## src/rtl/control_unit_pkg.sv

```systemverilog
// Shared types for the processor control unit: state and opcode encodings,
// ALU select codes and instruction field positions.
package control_unit_pkg;

   typedef enum logic [3:0] {
      S_INIT   = 4'd0,
      S_FETCH  = 4'd1,
      S_DECODE = 4'd2,
      S_NOOP   = 4'd3,
      S_LOAD_A = 4'd4,
      S_LOAD_B = 4'd5,
      S_STORE  = 4'd6,
      S_ADD    = 4'd7,
      S_SUB    = 4'd8,
      S_HALT   = 4'd9
   } state_e;

   typedef enum logic [3:0] {
      OP_NOOP  = 4'b0000,
      OP_STORE = 4'b0001,
      OP_LOAD  = 4'b0010,
      OP_ADD   = 4'b0011,
      OP_SUB   = 4'b0100,
      OP_HALT  = 4'b0101
   } opcode_e;

   localparam logic [2:0] ALU_PASS = 3'b000;
   localparam logic [2:0] ALU_ADD  = 3'b001;
   localparam logic [2:0] ALU_SUB  = 3'b010;

   // Instruction field positions within the 16-bit IR
   localparam int OP_MSB      = 15;
   localparam int OP_LSB      = 12;
   localparam int LD_ADDR_MSB = 11;
   localparam int LD_ADDR_LSB = 4;
   localparam int ST_ADDR_MSB = 7;
   localparam int ST_ADDR_LSB = 0;
   localparam int RA_MSB      = 11;
   localparam int RA_LSB      = 8;
   localparam int RB_MSB      = 7;
   localparam int RB_LSB      = 4;
   localparam int DST_MSB     = 3;
   localparam int DST_LSB     = 0;

endpackage

```

## src/rtl/control_unit.sv

```systemverilog
// Moore FSM sequencing fetch/decode/execute for the simple processor and
// decoding the instruction register into datapath controls.
module control_unit
   import control_unit_pkg::*;
#(
   parameter int DAW = 8,
   parameter int RAW = 4,
   parameter int SW  = 3
) (
   input  logic           Clk,
   input  logic           Clr,
   input  logic [15:0]    IR,
   output logic           PC_clr,
   output logic           PC_up,
   output logic           IR_ld,
   output logic [DAW-1:0] D_addr,
   output logic           D_wr,
   output logic           RF_s,
   output logic [RAW-1:0] RF_W_addr,
   output logic           RF_W_en,
   output logic [RAW-1:0] RF_Ra_addr,
   output logic [RAW-1:0] RF_Rb_addr,
   output logic [SW-1:0]  ALU_s0,
   output logic [3:0]     State
);

   state_e  state_q, state_d;
   opcode_e opcode;

   assign opcode = opcode_e'(IR[OP_MSB:OP_LSB]);
   assign State  = state_q;

   always_ff @(posedge Clk) begin
      if (Clr) state_q <= S_INIT;
      else     state_q <= state_d;
   end

   // Unassigned opcodes fall through to the NOOP path; unused state codes recover via Init
   always_comb begin
      state_d = state_q;
      case (state_q)
         S_INIT:   state_d = S_FETCH;
         S_FETCH:  state_d = S_DECODE;
         S_DECODE: begin
            case (opcode)
               OP_STORE: state_d = S_STORE;
               OP_LOAD:  state_d = S_LOAD_A;
               OP_ADD:   state_d = S_ADD;
               OP_SUB:   state_d = S_SUB;
               OP_HALT:  state_d = S_HALT;
               default:  state_d = S_NOOP;
            endcase
         end
         S_NOOP:   state_d = S_FETCH;
         S_LOAD_A: state_d = S_LOAD_B;
         S_LOAD_B: state_d = S_FETCH;
         S_STORE:  state_d = S_FETCH;
         S_ADD:    state_d = S_FETCH;
         S_SUB:    state_d = S_FETCH;
         S_HALT:   state_d = S_HALT;
         default:  state_d = S_INIT;
      endcase
   end

   always_comb begin
      PC_clr     = 1'b0;
      PC_up      = 1'b0;
      IR_ld      = 1'b0;
      D_addr     = '0;
      D_wr       = 1'b0;
      RF_s       = 1'b0;
      RF_W_addr  = '0;
      RF_W_en    = 1'b0;
      RF_Ra_addr = '0;
      RF_Rb_addr = '0;
      ALU_s0     = SW'(ALU_PASS);
      case (state_q)
         S_INIT:  PC_clr = 1'b1;
         S_FETCH: begin
            IR_ld = 1'b1;
            PC_up = 1'b1;
         end
         // Data memory reads synchronously, so Load_A only presents the address
         S_LOAD_A, S_LOAD_B: begin
            D_addr    = DAW'(IR[LD_ADDR_MSB:LD_ADDR_LSB]);
            RF_s      = 1'b1;
            RF_W_addr = RAW'(IR[DST_MSB:DST_LSB]);
            RF_W_en   = (state_q == S_LOAD_B);
         end
         S_STORE: begin
            D_addr     = DAW'(IR[ST_ADDR_MSB:ST_ADDR_LSB]);
            RF_Ra_addr = RAW'(IR[RA_MSB:RA_LSB]);
            D_wr       = 1'b1;
         end
         S_ADD, S_SUB: begin
            RF_Ra_addr = RAW'(IR[RA_MSB:RA_LSB]);
            RF_Rb_addr = RAW'(IR[RB_MSB:RB_LSB]);
            RF_W_addr  = RAW'(IR[DST_MSB:DST_LSB]);
            RF_W_en    = 1'b1;
            ALU_s0     = (state_q == S_ADD) ? SW'(ALU_ADD) : SW'(ALU_SUB);
         end
         default: ;
      endcase
   end

endmodule

```

## config.mk

```make
export PLATFORM = sky130hd
export DESIGN_NAME = control_unit
export DESIGN_NICKNAME = d
export VERILOG_FILES = /design/src/rtl/control_unit_pkg.sv /design/src/rtl/control_unit.sv
export SDC_FILE = /design/constraint.sdc
export NUM_CORES = 1
export LEC_CHECK = 0
export ABC_AREA = 1
export BUFFER_PORTS_ARGS = -buffer_cell sky130_fd_sc_hd__buf_2
export CAP_MARGIN = 20
export CORE_UTILIZATION = 33
export CTS_BUF_LIST = sky130_fd_sc_hd__clkbuf_8
export CTS_CLUSTER_DIAMETER = 120
export DETAILED_ROUTE_END_ITERATION = 6
export PLACE_DENSITY_LB_ADDON = 0.05
export SLEW_MARGIN = 25
export SYNTH_ARGS = -nofsm -noshare
export SYNTH_HDL_FRONTEND = slang
export SYNTH_SLANG_ARGS = --single-unit
```

## constraint.sdc

```tcl
create_clock -name Clk -period 1.45 [get_ports Clk]
set_clock_uncertainty 0.2 [all_clocks]
set_input_delay 0.29 -clock Clk [delete_from_list [all_inputs] [get_ports Clk]]
set_output_delay 0.29 -clock Clk [all_outputs]
set_load 0.005 [all_outputs]
```

## Word level (Yosys, flattened, before mapping)

Cells that the tools add are included.

| storage, ports and cells | value |
|---|---|
| word-level logic and storage cells | 34 |
| flip-flop bits (word level) | 4 |
| output and inout port bits | 33 |

| cells by class | value |
|---|---|
| mux-type cells | 13 |
| reduce and logical (&&, ||, !) cells | 6 |
| equality and inequality tests | 14 |

Operators with widths:

| cell | number |
|---|---|
| $pmux W4 S5 | 2 |
| $eq A4 B3 Y1 const B | 6 |
| $eq A4 B2 Y1 const B | 4 |
| $pmux W8 S2 | 1 |
| $mux W4 | 3 |
| $eq A4 B1 Y1 const B | 2 |
| $eq A4 B4 Y1 const B | 2 |
| $reduce_or A6 Y1 | 1 |
| $logic_not A4 Y1 | 1 |
| $mux W1 | 4 |
| $mux W2 | 2 |
| $reduce_or A2 Y1 | 2 |
| $reduce_or A4 Y1 | 1 |
| $reduce_or A3 Y1 | 1 |
| $pmux W1 S2 | 1 |

## Longest topological paths before layout

| depth | value |
|---|---|
| depth in word-level cells | 3 |
| gate-level depth with buffers | 7 |
| gate-level depth less buffers | 7 |

## Least setup slack after synthesis

No wires, ideal clock.

| timing path | value |
|---|---|
| path type | register to output |
| start point | reg state_q[2], in the netlist State[2] |
| end point | out RF_Ra_addr[0] |
| data arrival time | 1,003 ps |
| setup slack | -43 ps |
| data required time | 960 ps |
| cell stages (with the launch flop) | 7 |
| cell sequence | dfxtp_1 inv_1 nor2_4 nand3_1 nand3_2 nand2_1 inv_1 |

| between the ends | value |
|---|---|
| cells in the longest elaborated chain, start to end | 3 |

Ends and longest elaborated chain:

| what | line | text |
|---|---|---|
| from (decl) | control_unit.sv:27 | `state_e state_q, state_d;` |
| from (signal assigned) | control_unit.sv:35 | `else state_q <= state_d;` |
| $eq A4 B3 Y1 / $eq A4 B4 Y1 (equally long branches) | control_unit.sv:77 | `case (state_q)` |
| $reduce_or A3 Y1 (no line) * | -- |  |
| $mux W4 * | control_unit.sv:77 |  |
| to (decl) | control_unit.sv:21 | `output logic [RAW-1:0] RF_Ra_addr,` |

Mark *: on every way between the ends. The rest lies on a longest branch, timed or not.

## Worst setup path in the final report

| timing path | value |
|---|---|
| start point | reg state_q[2], in the netlist State[2] |
| end point | out RF_W_en |

| between the ends | value |
|---|---|
| cells in the longest elaborated chain, start to end | 3 |

Ends and longest elaborated chain:

| what | line | text |
|---|---|---|
| $eq A4 B3 Y1, or another cell as far along | control_unit.sv:77 |  |
| $reduce_or A2 Y1 (on tied branches) | -- |  |
| $pmux W1 S2 * | control_unit.sv:77 |  |
| to (decl) | control_unit.sv:20 | `output logic RF_W_en,` |

Marks and branches as above.

==> impl_metrics.yaml <==
run_status:
  status: "finished, violations left"
  violations: "setup timing"
pwr:
  pwr-share-clk_pct: 31.9
  seqPwrFrac_pct: 20.9
  power_density_nw_per_um2: 710
  p_switching_mw: 0.244
  p_leak_nw: 0.695
  cell_internal_pwr_mw: 0.477
  irDropWorstVdd_mv: 0.709
  swShare_pct: 33.8
  p_comb_share_pct: 47.2
  power_mw: 0.721
placement:
  dp.cells: 171
  gp_congestion: 0.804
  dpl.hpwl_um: 1260
  numPortBuffers: 49
finish:
  final_cells: 181
  syn_to_final_growth_pct: 98.0
  regArea_um2: 87.6
  mostFrequentLayoutCells: "buf_2 (48), nand2_1 (26), inv_1 (20)"
  multi_input_area_um2: 372
  largest_reg_flops: 4
  final_nets: 186
  final_util_pct: 74.4
  final_common_cell: "buf_2"
  fillers: 116
  n_antenna_cell: 0
  drive_gt1_share_pct: 54.2
synth:
  synth-seq-cells: 4
  syn_area_per_cell_um2: 5.08
  yosysTopAreaCell: "nand2_1"
  synth_top_area_share_pct: 22.0
  yosysUniqueCellTypes: 13
  synth-seq-area-share_pct: 15.6
  synth.cell_area_um2: 513
  synth_cells: 101
  synth_nets: 119
  synth-warning-count: 0
  synth.area.top_cells: "nand2_1 (22%), inv_1 (20%), dfxtp_1 (16%)"
worst_setup_path:
  start_kind: "flop"
  required_ns: 0.96
  critical_path_class: "reg -> out"
  end_kind: "output pin"
  cp_max_fo: 4
  arrival_ns: 1.28
drt:
  vias: 848
  wl_um: 1760
  antenna_left: 0
  viasPerCell: 4.69
  dr.pass1.iters: 4
  drt_iter0_markers: 22
  routedWlPerCell_um: 9.73
  drc: 0
hold_path:
  hold_path.class: "in -> reg"
sta:
  setup-violations-final: 28
  slew_violations: 0
  hold_violations: 0
  postLayoutSetupSlackWorst_ns: -0.321
  max_freq_ghz: 0.565
  min_period_ns: 1.77
  fin_crit_sh_pct: 122
  rsz0062_at_grt: "true"
  fin_tns_setup_ns: -6.46
  holdWs_ns: 0.0704
clocking:
  clkSlewWorstSetupHoldPaths_ns: 0.03
  h-tree-depth: 1
  clk-insertion-delay-late_ns: 0.21
  cts_tree: "done"
  numCtsBuffers: 3
  clock_sinks: 4
  holdBufCountCts: 0
  root_buffer: "clkbuf_8"
  cts_max_path_buffers: 2
global_routing:
  gr-usage-all-layers_pct: 18.9
  grt.overflow.total: 0
  antenna_found_initial: 0
  grt_pass1_wl_um: 2630
  grt_pass1_vias: 653
  grt_max_degree: 9
floorplanning:
  die_w_um: 41.4
  start_util_pct: 37.5
  ios: 51
  row_count: 13
  dieHeight_um: 41.4
  dieArea_um2: 1720
  core_area_um2: 1370
run:
  drv_cap: 0
[stage by stage]
stage / setup WS (ns) / instance area [µm²]
after CTS: -0.277 / 975
after detailed placement: -0.123 / 832
after floorplan: 0.00519 / 523
after global routing: -0.401 / 1020
after global placement: -0.0696 / 832
final: -0.321 / 1020
[critical path: stages (launching register included)]
cell and delay (ns):
dfxtp_2 0.32, inv_2 0.05, nor2_4 0.14, buf_4 0.14, buf_6 0.08, buf_6 0.07, inv_1 0.04, o21ai_1 0.10
buf_2 0.12
[power groups by stage]
stage / combinational (mW) / sequential [mW] / clock [mW]
final: 0.340 / 0.151 / 0.230
after global routing: 0.370 / 0.154 / 0.247
after floorplan: 0.115 / 0.150 / 0
after detailed placement: 0.222 / 0.146 / 0
after global placement: 0.221 / 0.146 / 0
after CTS: 0.300 / 0.149 / 0.236
[cells by family (layout without fill, tap and decap cells)]
family                 Yosys count  after routing  share of synthesized area, %
AOI/OAI and AO/OA               18             18                          17.6
buffers and inverters           29             94                          22.7
DFF                              4              4                          15.6
other                            1              1                         0.731
and+or+nand+nor                 49             49                          43.4
[layer usage]
| layer | vias to the layer above | global-route usage (%) | share of wire (%) |
|---|---|---|---|
| met5 | - | 0 | 0 |
| met4 | 0 | 7.74 | 0 |
| met3 | 0 | 3.04 | 6.6 |
| met2 | 32 | 29.1 | 47 |
| met1 | 377 | 26.1 | 47 |
| li1 | 439 | - | - |
[cells in the mapped netlist]
cell type and n:
nand3_2 2, nor2_1 7, o21ai_0 10, nand4_1 2, dfxtp_1 4, inv_1 27, a21oi_1 8, buf_4 2
nand2_1 30, nor3_2 1, conb_1 1, nor2_4 1, nand3_1 6
[final timing paths]
path                 start       end  slack [ns]  cells past startpoint
setup / recovery  State[2]   RF_W_en       -0.32                      8
setup reg to reg  State[2]  State[2]        0.04                      9
hold reg to reg   State[3]  State[3]        0.46                      3
hold / removal         Clr  State[0]        0.07                      2
[repair_timing]
action,4_1_cts,5_1_grt
setup buffers,5,3
resized for setup,20,12
pin swaps,5,5
cloned,0,0
setup endpoints to repair,28,32
[cell type report]
class,count,area share (%)
clock buffer,3,4.06
sequential,4,8.62
timing repair buffer,64,38.4
multi-input combinational,68,36.6
inverter,27,10.5
tap,15,1.85
Note: power is estimated with default switching activity, not from simulation.
